[src/rtl/spi_master_arbiter.sv]
// Round-robin arbiter that shares one transmitter_SPI master among N_REQ requesters.
// Latches the winner's byte and mode, drives strt and follows CS to detect the end of the frame or a timeout.
module spi_master_arbiter #(
    parameter int N_REQ   = 4,
    parameter int DW      = 8,
    parameter int TIMEOUT = 1023
) (
    input  logic               clk,
    input  logic               rst,
    input  logic [N_REQ-1:0]   req,
    input  logic [N_REQ*DW-1:0] req_data,
    input  logic [N_REQ*2-1:0] req_mode,
    output logic [N_REQ-1:0]   gnt,
    output logic               done,
    output logic               err,
    output logic               strt,
    output logic [DW-1:0]      data_in,
    output logic               CKP,
    output logic               CPH,
    input  logic               CS
);
    localparam int PW = (N_REQ > 1) ? $clog2(N_REQ) : 1;
    localparam int CW = $clog2(TIMEOUT + 1);

    typedef enum logic [2:0] {IDLE, LAUNCH, WAIT_LO, WAIT_HI, GAP} state_t;

    state_t            state_reg, state_next;
    logic [N_REQ-1:0]  gnt_reg, gnt_next;
    logic              done_reg, done_next;
    logic              err_reg, err_next;
    logic              strt_reg, strt_next;
    logic [DW-1:0]     data_reg, data_next;
    logic              ckp_reg, ckp_next;
    logic              cph_reg, cph_next;
    logic [PW-1:0]     ptr_reg, ptr_next;
    logic [CW-1:0]     cnt_reg, cnt_next;

    logic [DW-1:0]     data_arr [N_REQ];
    logic [1:0]        mode_arr [N_REQ];
    logic [PW-1:0]     win_idx;
    logic              timed_out;

    generate
        for (genvar gi = 0; gi < N_REQ; gi++) begin : g_slice
            assign data_arr[gi] = req_data[gi*DW +: DW];
            assign mode_arr[gi] = req_mode[gi*2 +: 2];
        end
    endgenerate

    // Lowest requester above ptr wins; if none, wrap to the lowest requester overall.
    always_comb begin
        win_idx = '0;
        for (int i = N_REQ - 1; i >= 0; i--) begin
            if (req[i]) win_idx = PW'(i);
        end
        for (int i = N_REQ - 1; i >= 0; i--) begin
            if (req[i] && (PW'(i) > ptr_reg)) win_idx = PW'(i);
        end
    end

    assign timed_out = (cnt_reg == CW'(TIMEOUT));

    always_ff @(posedge clk or posedge rst) begin
        if (rst) begin
            state_reg <= IDLE;
            gnt_reg   <= '0;
            done_reg  <= 1'b0;
            err_reg   <= 1'b0;
            strt_reg  <= 1'b0;
            data_reg  <= '0;
            ckp_reg   <= 1'b0;
            cph_reg   <= 1'b0;
            ptr_reg   <= PW'(N_REQ - 1);
            cnt_reg   <= '0;
        end else begin
            state_reg <= state_next;
            gnt_reg   <= gnt_next;
            done_reg  <= done_next;
            err_reg   <= err_next;
            strt_reg  <= strt_next;
            data_reg  <= data_next;
            ckp_reg   <= ckp_next;
            cph_reg   <= cph_next;
            ptr_reg   <= ptr_next;
            cnt_reg   <= cnt_next;
        end
    end

    always_comb begin
        state_next = state_reg;
        case (state_reg)
            IDLE:    if (|req) state_next = LAUNCH;
            LAUNCH:  state_next = WAIT_LO;
            WAIT_LO: if (!CS) state_next = WAIT_HI;
                     else if (timed_out) state_next = GAP;
            WAIT_HI: if (CS || timed_out) state_next = GAP;
            GAP:     state_next = IDLE;
            default: state_next = IDLE;
        endcase
    end

    always_comb begin
        gnt_next  = gnt_reg;
        done_next = 1'b0;
        err_next  = 1'b0;
        strt_next = strt_reg;
        data_next = data_reg;
        ckp_next  = ckp_reg;
        cph_next  = cph_reg;
        ptr_next  = ptr_reg;
        cnt_next  = cnt_reg;
        case (state_reg)
            IDLE: begin
                if (|req) begin
                    gnt_next  = N_REQ'(1) << win_idx;
                    data_next = data_arr[win_idx];
                    ckp_next  = mode_arr[win_idx][1];
                    cph_next  = mode_arr[win_idx][0];
                    ptr_next  = win_idx;
                end
            end
            LAUNCH: begin
                strt_next = 1'b1;
                cnt_next  = '0;
            end
            WAIT_LO: begin
                if (!CS) begin
                    strt_next = 1'b0;
                    cnt_next  = '0;
                end else if (timed_out) begin
                    strt_next = 1'b0;
                    gnt_next  = '0;
                    done_next = 1'b1;
                    err_next  = 1'b1;
                end else begin
                    cnt_next  = cnt_reg + 1'b1;
                end
            end
            WAIT_HI: begin
                if (CS) begin
                    gnt_next  = '0;
                    done_next = 1'b1;
                end else if (timed_out) begin
                    strt_next = 1'b0;
                    gnt_next  = '0;
                    done_next = 1'b1;
                    err_next  = 1'b1;
                end else begin
                    cnt_next  = cnt_reg + 1'b1;
                end
            end
            default: ;
        endcase
    end

    assign gnt     = gnt_reg;
    assign done    = done_reg;
    assign err     = err_reg;
    assign strt    = strt_reg;
    assign data_in = data_reg;
    assign CKP     = ckp_reg;
    assign CPH     = cph_reg;
endmodule

[config.mk]
export PLATFORM = sky130hd
export DESIGN_NAME = spi_master_arbiter
export DESIGN_NICKNAME = d
export VERILOG_FILES = /design/src/rtl/spi_master_arbiter.sv
export SDC_FILE = /design/constraint.sdc
export NUM_CORES = 1
export LEC_CHECK = 0
export ABC_AREA = 1
export BUFFER_PORTS_ARGS = -buffer_cell sky130_fd_sc_hd__buf_2
export CAP_MARGIN = 30
export CORE_ASPECT_RATIO = 0.6
export CORE_MARGIN = 3
export CORE_UTILIZATION = 51
export DETAILED_ROUTE_END_ITERATION = 12
export PLACE_DENSITY_LB_ADDON = 0.3
export SYNTH_ARGS = -nofsm -noshare
export SYNTH_HDL_FRONTEND = slang
export SYNTH_SLANG_ARGS = --single-unit
[constraint.sdc]
create_clock -name clk -period 1.8 [get_ports clk]
set_input_delay 0.09 -clock clk [delete_from_list [all_inputs] [get_ports clk]]
set_output_delay 0.09 -clock clk [all_outputs]
set_load 0.02 [all_outputs]
==> results of run 1 <==
[path summary, 6_finish.rpt]
check                                               from                        to  slack [ns]  cells after the start
worst max-delay path              cnt_reg[0]$_DFFE_PP0P_  state_reg[0]$_DFFE_PP0P_        0.12                      8
worst min-delay path                        req_data[14]    data_in[6]$_DFFE_PP0P_        0.14                      5
worst max register to register    cnt_reg[0]$_DFFE_PP0P_  state_reg[0]$_DFFE_PP0P_        0.12                      8
worst min register to register  state_reg[2]$_DFFE_PP0P_          strt$_DFFE_PP0P_        0.49                      1
max in group asynchronous                            rst    ptr_reg[0]$_DFFE_PP1P_        1.04                      4
min in group asynchronous                            rst    cnt_reg[4]$_DFFE_PP0P_        0.41                      4
[tightest hold or removal path, cell delays in order]
cell,delay (ns)
buf_2,0.08
nand3_1,0.06
nand2_1,0.05
nor2_1,0.04
nor2_1,0.07
[power groups by stage]
| stage | clock network [µW] | registers (µW) | logic (µW) |
|---|---|---|---|
| floorplan | 0 | 1340 | 1350 |
| global placement | 0 | 1160 | 1950 |
| detailed placement | 0 | 1170 | 1990 |
| CTS | 593 | 1160 | 2000 |
| global route | 622 | 1190 | 2300 |
| finish | 586 | 1170 | 2030 |
[logic make-up (layout without fill, tap and decap cells)]
group | after synthesis | count (layout) | synth area share (%)
AND/OR/NAND/NOR | 174 | 174 | 41.0
buffers and inverters | 36 | 105 | 8.60
flip-flops | 32 | 32 | 40.6
AO/OA/AOI/OAI | 27 | 27 | 8.72
adder cells (fa/ha/maj) | 1 | 1 | 0.632
XOR/XNOR | 1 | 1 | 0.443
[final cells by class]
| class | instances | area share, % |
|---|---|---|
| flip-flops and latches | 32 | 32.9 |
| multi-input cells | 203 | 41.5 |
| well taps | 45 | 2.31 |
| inverters | 25 | 3.84 |
| repair buffers | 72 | 15.8 |
| clock buffers | 8 | 3.69 |
[layer usage]
layer / share of wire [%] / wire length, µm
met1: 49 / 2560
met5: 0 / 0
met4: 1.0 / 54
met2: 42 / 2190
met3: 7.1 / 369
[what timing repair did]
item,4_1_cts,5_1_grt
hold buffers,1,0
endpoints found under the hold margin,30,0
buffers inserted,0,3
setup endpoints to repair,0,10
gates resized for setup,0,3
[through the flow]
stage	TNS [ns]	power, µW	setup slack, ns	utilization, %	hold slack [ns]
global route	-0.0472	4120	-0.0297	70.1	0.156
CTS	0	3750	0.118	69.3	0.142
finish	0	3780	0.120	70.1	0.140
detailed placement	0	3160	0.137	66.4	0.201
floorplan	0	2690	0.388	-	0.205
global placement	0	3110	0.210	66.4	0.196
[cells in the mapped netlist]
| library cell | instances |
|---|---|
| a21boi_1 | 1 |
| a21oi_1 | 4 |
| a21oi_2 | 1 |
| a31oi_1 | 1 |
| buf_2 | 4 |
| buf_4 | 4 |
| buf_6 | 2 |
| clkbuf_1 | 1 |
| dfrtp_1 | 30 |
| dfstp_2 | 2 |
| ha_1 | 1 |
| inv_1 | 18 |
| inv_2 | 7 |
| nand2_1 | 49 |
| nand2_2 | 4 |
| nand2_4 | 2 |
| nand3_1 | 46 |
| nand3_2 | 2 |
| nand3_4 | 1 |
| nand3b_1 | 1 |
| nand4_1 | 11 |
| nor2_1 | 53 |
| nor2_2 | 1 |
| nor3_1 | 3 |
| nor3_4 | 1 |
| o211ai_1 | 1 |
| o21ai_0 | 8 |
| o21ai_1 | 5 |
| o21ai_2 | 1 |
| o21bai_4 | 1 |
| o31ai_1 | 4 |
| xor2_1 | 1 |
==> run metrics, run 1 <==
status=finished, final reports clean; Chip Height=54.3 µm; largest net degree at the start of global routing=33; Pleak=0.00124 µW; Peak VDD IR=0.000987 V; starting density of the core=56.8%; Reg clk slew, reported paths=0.07 ns; Global Route met3 Usage=4.96%; commonest non-fill, non-tap cells in the layout=63 x buf_2, 52 x nor2_1, 47 x nand2_1; Worst setup SP type=flip-flop; top-area cell type share of the netlist area=37.9%; Slew @ Worst Pin=roughly 0.41 ns; Final Setup Violations=0; number of register bits inferred by synthesis=32; syn_nets=319; Register Area=803 µm²; GR Layer Usage met1=33.6%; Distinct cells, synth=32; Cell Int Power=1990 µW; vias per inst=5.40; clock period minus worst slack=1.68 ns; DRC violations left=0; Worst Skew=0.0120 ns; commonest non-fill, non-tap cell in the layout=buf_2; Min-Delay Path Class=in2reg; crit path kind=reg2reg; slowest stage cell, crit path=dfrtp_1; Max-Cap Viols=0; Net Sw Frac=47.3%; worst path buffer plus inverter count=1; Comb pwr share=53.7%; critical path arrival=1.85 ns; final worst-path cycle share=93.3%; Max Freq=around 600 MHz; mean post-synth cell area=between 7 and 8 µm²; sequential fraction of design power=30.8%; Inst Count DP=373; Clk Latency, worst-skew pair=approximately 0.29 ns; placed instance area=0.00231 mm²; number of iterations in the first detailed-routing pass=4; initial antenna violation count=0; Final HPWL DP=3.85 mm; dominant cell type by area after synthesis=dfrtp_1; CP endpoint kind=flip-flop; synth top area cells=dfrtp_1 38%, nand3_1 12%, nor2_1 10%, nand2_1 9.3%, nand4_1 3.5%; busiest grt layer=met1; first-pass GRT wire length=8.02 mm; sequential share of the synthesized area=40.6%; Post-Syn Instances=271; Final Hold Fails=0; Design Area, Final=between 0.002 and 0.0025 mm²; grt total ovfl=0; cts bufs inserted=5; Mapped Area=0.00198 mm²; Clock power frac=15.5%; fraction of layout cells with a size suffix above 1=30.3%; CP max stage delay=about 0.39 ns; Buffers on Ports=63; area growth from synthesis to layout=23.4%; Total Routing Usage GR=22.4%; final-report max-slew violation count=0; Synth Warn #=0; IO Pins=64; met2 Use GR=around a third; DRT iter0 DRCs=~130; n_diodes=0; Placeable Area=roughly 0.0035 mm²; fill cell count=303; vias in the first global route=1,758; WP data required=between 1.5 and 2 ns; fin nets=387; row cnt=16; CP delay by family, top=simple AND/OR/NAND/NOR gates; max reg flops=10; DR vias=2,079; CTS root buf=clkbuf_8; crit path max fanout=4; H-Tree Depth=2; CTS tree=built; wire per inst=between 10 and 15 µm; buffer levels on the longest clock path=2; Antenna Nets Post-Route=0; final WL=just over 5 mm; die footprint=roughly 0.0047 mm²; CTS Sinks=32; RD Place Congestion=0.911; power per cell area=1550 mW/mm²; cells along the critical path=ha_1 -> nand2_2 -> nor3_4 -> inv_1 -> nor2_2 -> nand4_1 -> nand3b_1 -> o21ai_1; Multi-input gate area=0.00101 mm²; non-filler instance count after layout=approximately 390; Net Sw Power=1790 µW; Max-slew headroom=between 70% and 80%; die extent in x=86.4 µm
No activity file was read; power rests on OpenSTA's default activity.
==> run 2: changes to the inputs <==
- RECOVER_POWER: not set -> 50
==> run metrics, run 2 (synthesis gave the netlist of run 1 again) <==
status=finished, final reports clean; Power, Total=3760 µW; fraction of layout cells with a size suffix above 1=27.9%; Final Setup Violations=0; grt total ovfl=0; DRC violations left=0; non-filler instance count after layout=385; fin nets=387; Peak VDD IR=0.000996 V; cells along the critical path=ha_1 -> nand2_2 -> nor3_4 -> inv_1 -> nor2_2 -> nand4_1 -> nand3b_1 -> o21ai_1; Placeable Area=0.00348 mm²; busiest grt layer=met1; DR vias=2,067; Max-slew headroom=46.1%; Final Hold Fails=0; CP max stage delay=0.39 ns; vias in the first global route=about 1,800; worst hold slack=0.140 ns; die extent in x=roughly 86 µm; Final HPWL DP=3.85 mm; Min-Delay Path Class=in2reg; Chip Height=54.3 µm; Worst Skew=0.0106 ns; final worst-path cycle share=93.1%; cts bufs inserted=5; setup TNS=0 ns; WP data required=1.97 ns; CTS Sinks=32; Reg clk slew, reported paths=0.07 ns; DRT iter0 DRCs=131; fill cell count=308; starting density of the core=56.8%; Max-Cap Viols=0; commonest non-fill, non-tap cells in the layout=55 x buf_2, 52 x nor2_1, 47 x nand2_1; area growth from synthesis to layout=22.8%; clock period minus worst slack=1.68 ns; Design Area, Final=0.00243 mm²; buffer levels on the longest clock path=2; Antenna Nets Post-Route=0; number of iterations in the first detailed-routing pass=4; Total Routing Usage GR=22.4%; CTS tree=built; vias per inst=5.37; RD Place Congestion=0.911; commonest non-fill, non-tap cell in the layout=buf_2; placed instance area=around 0.0023 mm²; final-report max-slew violation count=0; row cnt=16; CTS root buf=clkbuf_8; GR Layer Usage met1=33.6%; largest net degree at the start of global routing=33; Worst setup SP type=flip-flop; initial antenna violation count=0; first-pass GRT wire length=8.02 mm; Max Freq=597 MHz; power per cell area=around 1500 mW/mm²; Clk Latency, worst-skew pair=0.29 ns; critical path arrival=1.84 ns; final WL=5.18 mm; n_diodes=0; Global Route met3 Usage=4.96%; Inst Count DP=373; H-Tree Depth=2; wire per inst=about 13 µm; max reg flops=10; Slew @ Worst Pin=0.808 ns; CP endpoint kind=flip-flop; crit path max fanout=4; die footprint=0.00469 mm²; Buffers on Ports=63; IO Pins=64; met2 Use GR=32.2%; Pleak=0.00121 µW; crit path kind=reg2reg; slowest stage cell, crit path=dfrtp_1
[run 2: cell count changes in the layout (fill, tap and decap cells not counted), sizes merged]
cell	change
buf	-9
clkbuf	+9
[run 2: final cells by class]
type	instances	area (µm²)	area share (%)
multi-input combinational	203	1010	41.7
sequential	32	803	33.1
timing repair buffer	72	373	15.3
inverter	25	93.8	3.86
clock buffer	8	90.1	3.71
tap	45	56.3	2.32
[run 2: worst max-delay path, delay by kind of cell (launching register included)]
family                   cells  cell delay, ns
flip-flops                   1            0.39
AO/OA/AOI/OAI                1            0.08
AND/OR/NAND/NOR              5            0.78
buffers and inverters        1            0.12
adder cells (fa/ha/maj)      1            0.20
[run 2: final timing paths]
check	start	to	slack, ns	depth (start not counted)
setup / recovery	cnt_reg[0]$_DFFE_PP0P_	state_reg[0]$_DFFE_PP0P_	0.12	8
hold / removal	req_data[14]	data_in[6]$_DFFE_PP0P_	0.14	5
setup reg to reg	cnt_reg[0]$_DFFE_PP0P_	state_reg[0]$_DFFE_PP0P_	0.12	8
max in group asynchronous	rst	cnt_reg[8]$_DFFE_PP0P_	0.71	4
min in group asynchronous	rst	cnt_reg[2]$_DFFE_PP0P_	0.57	4
hold reg to reg	state_reg[2]$_DFFE_PP0P_	strt$_DFFE_PP0P_	0.49	1
[run 2: what timing repair did]
action | 4_1_cts | 5_1_grt
resized for setup | 0 | 3
endpoints found under the setup margin | 0 | 10
hold buffers | 1 | 0
endpoints found under the hold margin | 30 | 0
buffers inserted | 0 | 3
[run 2: power by group]
part	internal (µW)	switching (µW)	leakage, µW
clock network	312	273	0.0000455
logic	666	1340	0.000768
registers	993	175	0.000401
[run 2: through the flow]
step / utilization [%] / setup slack (ns)
after floorplan: - / 0.388
after global placement: 66.4 / 0.210
after detailed placement: 66.4 / 0.137
after CTS: 69.3 / 0.118
after global routing: 69.8 / -0.0297
final: 69.8 / 0.125
[run 2: layer usage]
metal / vias up / routed length, µm
met1: 950 / 2490
met4: 0 / 54
met3: 8 / 418
li1: 1032 / -
met5: - / 0
met2: 77 / 2220
==> run 3: changes to the inputs <==
--- a/config.mk
+++ b/config.mk
@@ -9,7 +9,9 @@
 export BUFFER_PORTS_ARGS = -buffer_cell sky130_fd_sc_hd__buf_2
 export CAP_MARGIN = 30
+export CELL_PAD_IN_SITES_DETAIL_PLACEMENT = 1
+export CELL_PAD_IN_SITES_GLOBAL_PLACEMENT = 2
 export CORE_ASPECT_RATIO = 0.6
 export CORE_MARGIN = 3
-export CORE_UTILIZATION = 51
+export CORE_UTILIZATION = 27
 export DETAILED_ROUTE_END_ITERATION = 12
 export PLACE_DENSITY_LB_ADDON = 0.3
==> constraint.sdc (replaced) <==
create_clock -name clk -period 1.8 [get_ports clk]
set_input_delay 0.09 -clock clk [delete_from_list [all_inputs] [get_ports clk]]
set_output_delay 0.09 -clock clk [all_outputs]
set_load 0.01 [all_outputs]
==> run metrics, run 3 (synthesis gave the netlist of run 1 again) <==
number of iterations in the first detailed-routing pass=4; largest net degree at the start of global routing=33; commonest non-fill, non-tap cells in the layout=55 x buf_2, 52 x nor2_1, 47 x nand2_1; power per cell area=about 1600 mW/mm²; Final WS setup=0.164 ns; CTS root buf=clkbuf_16; Reg clk slew, reported paths=around 0.050 ns; die extent in x=117 µm; Final Setup Violations=0; fill cell count=874; DRT iter0 DRCs=102; area growth from synthesis to layout=28.3%; CTS tree=built; final worst-path cycle share=90.9%; max reg flops=10; Max Freq=611 MHz; Min-Delay Path Class=in2reg; final-report max-slew violation count=0; die footprint=0.00843 mm²; vias per inst=4.69; Pleak=0.00123 µW; Placeable Area=0.00688 mm²; IO Pins=64; Max-slew headroom=between 40% and 50%; Net Sw Frac=between 40 and 50%; fin nets=385; starting density of the core=28.8%; slowest stage cell, crit path=dfrtp_1; CP delay by family, top=simple AND/OR/NAND/NOR gates; setup TNS=0 ns; CP max stage delay=0.40 ns; initial antenna violation count=0; fraction of layout cells with a size suffix above 1=27.8%; DR vias=1,992; Cell Int Power=2220 µW; vias in the first global route=1,965; Worst setup SP type=flip-flop; Final HPWL DP=~4.7 mm; CP endpoint kind=flip-flop; n_diodes=0; Slew @ Worst Pin=0.831 ns; Buffers on Ports=63; dpl ws=0.0954 ns; critical path arrival=about 1.8 ns; Net Sw Power=1770 µW; buffer levels on the longest clock path=2; sequential fraction of design power=29.3%; row cnt=23; Clock power frac=21.6%; cts bufs inserted=5; Max-Cap Viols=0; commonest non-fill, non-tap cell in the layout=buf_2; Worst Skew=0.00495 ns; worst path buffer plus inverter count=1; Peak VDD IR=approximately 0.00064 V; DRC violations left=0; wire per inst=roughly 15 µm; Comb pwr share=49.1%; status=finished, final reports clean; H-Tree Depth=2; Chip Height=between 70 and 80 µm; Power, Total=3990 µW; RSZ-0062 raised after global routing=no; crit path max fanout=6; Total Routing Usage GR=15.4%; crit path kind=reg2reg; first-pass GRT wire length=10.1 mm; cells along the critical path=ha_2 -> nand2_2 -> nor3_4 -> nand3_4 -> nand2_4 -> inv_2 -> nand2_2 -> nand2_1 -> nand2_1 -> nor2_1; worst hold slack=between 0.15 and 0.2 ns; clock period minus worst slack=between 1.5 and 2 ns; RD Place Congestion=between 0.7 and 0.8; WP data required=roughly 2.0 ns; CTS Sinks=32; Antenna Nets Post-Route=0; Clk Latency, worst-skew pair=0.28 ns; Final Hold Fails=0; grt total ovfl=0; Post-Route Utilization=between 30% and 40%; final WL=~6.2 mm
## run 3: final cells by class
type	instances	area, µm²	share of cell area (%)
inverter	25	95.1	3.74
timing repair buffer	70	370	14.6
multi-input combinational	203	1020	40.0
clock buffer	8	146	5.76
tap	87	109	4.29
sequential	32	803	31.6
## run 3: layer usage
layer	up-vias	routed length [µm]	global-route usage [%]	part of all wire [%]
met2	35	2400	20.3	39
met5	-	0	0	0
met1	916	3460	24.3	56
met3	7	269	4.00	4.3
met4	0	70	4.20	1.1
li1	1034	-	-	-
## run 3: worst paths after layout
path	start	end	slack [ns]	depth (start not counted)
hold reg to reg	gnt[0]$_DFFE_PP0P_	gnt[0]$_DFFE_PP0P_	0.48	2
setup / recovery	cnt_reg[0]$_DFFE_PP0P_	cnt_reg[4]$_DFFE_PP0P_	0.16	10
max in group asynchronous	rst	done$_DFF_PP0_	0.67	4
min in group asynchronous	rst	cnt_reg[5]$_DFFE_PP0P_	0.60	4
hold / removal	req_data[11]	data_in[3]$_DFFE_PP0P_	0.15	5
setup reg to reg	cnt_reg[0]$_DFFE_PP0P_	cnt_reg[4]$_DFFE_PP0P_	0.16	10
## run 3: power groups by stage
stage                     Clock, µW  Combinational (µW)  Sequential, µW
after floorplan                   0                1350            1220
after global placement            0                1970            1160
after detailed placement          0                1990            1180
after CTS                       894                2000            1170
after global routing            927                2240            1210
final                           860                1960            1170
## run 3: metrics by stage
step,cells,instance area (µm²)
after floorplan,271,1980
after global placement,416,2380
after detailed placement,416,2380
after CTS,425,2540
after global routing,425,2540
final,425,2540
## run 3: what timing repair did
| item | CTS | global route |
|---|---|---|
| setup buffers | 0 | 0 |
| hold buffers | 1 | 0 |
| endpoints found under the hold margin | 30 | 0 |
| gates resized for setup | 0 | 5 |
| endpoints found under the setup margin | 0 | 12 |
## run 3: worst register-to-register path, delay by kind of cell (launching register included)
kind                       cells  cell delay, ns
and+or+nand+nor                8            0.82
DFF                            1            0.40
adders and majority gates      1            0.22
buffers and inverters          1            0.09
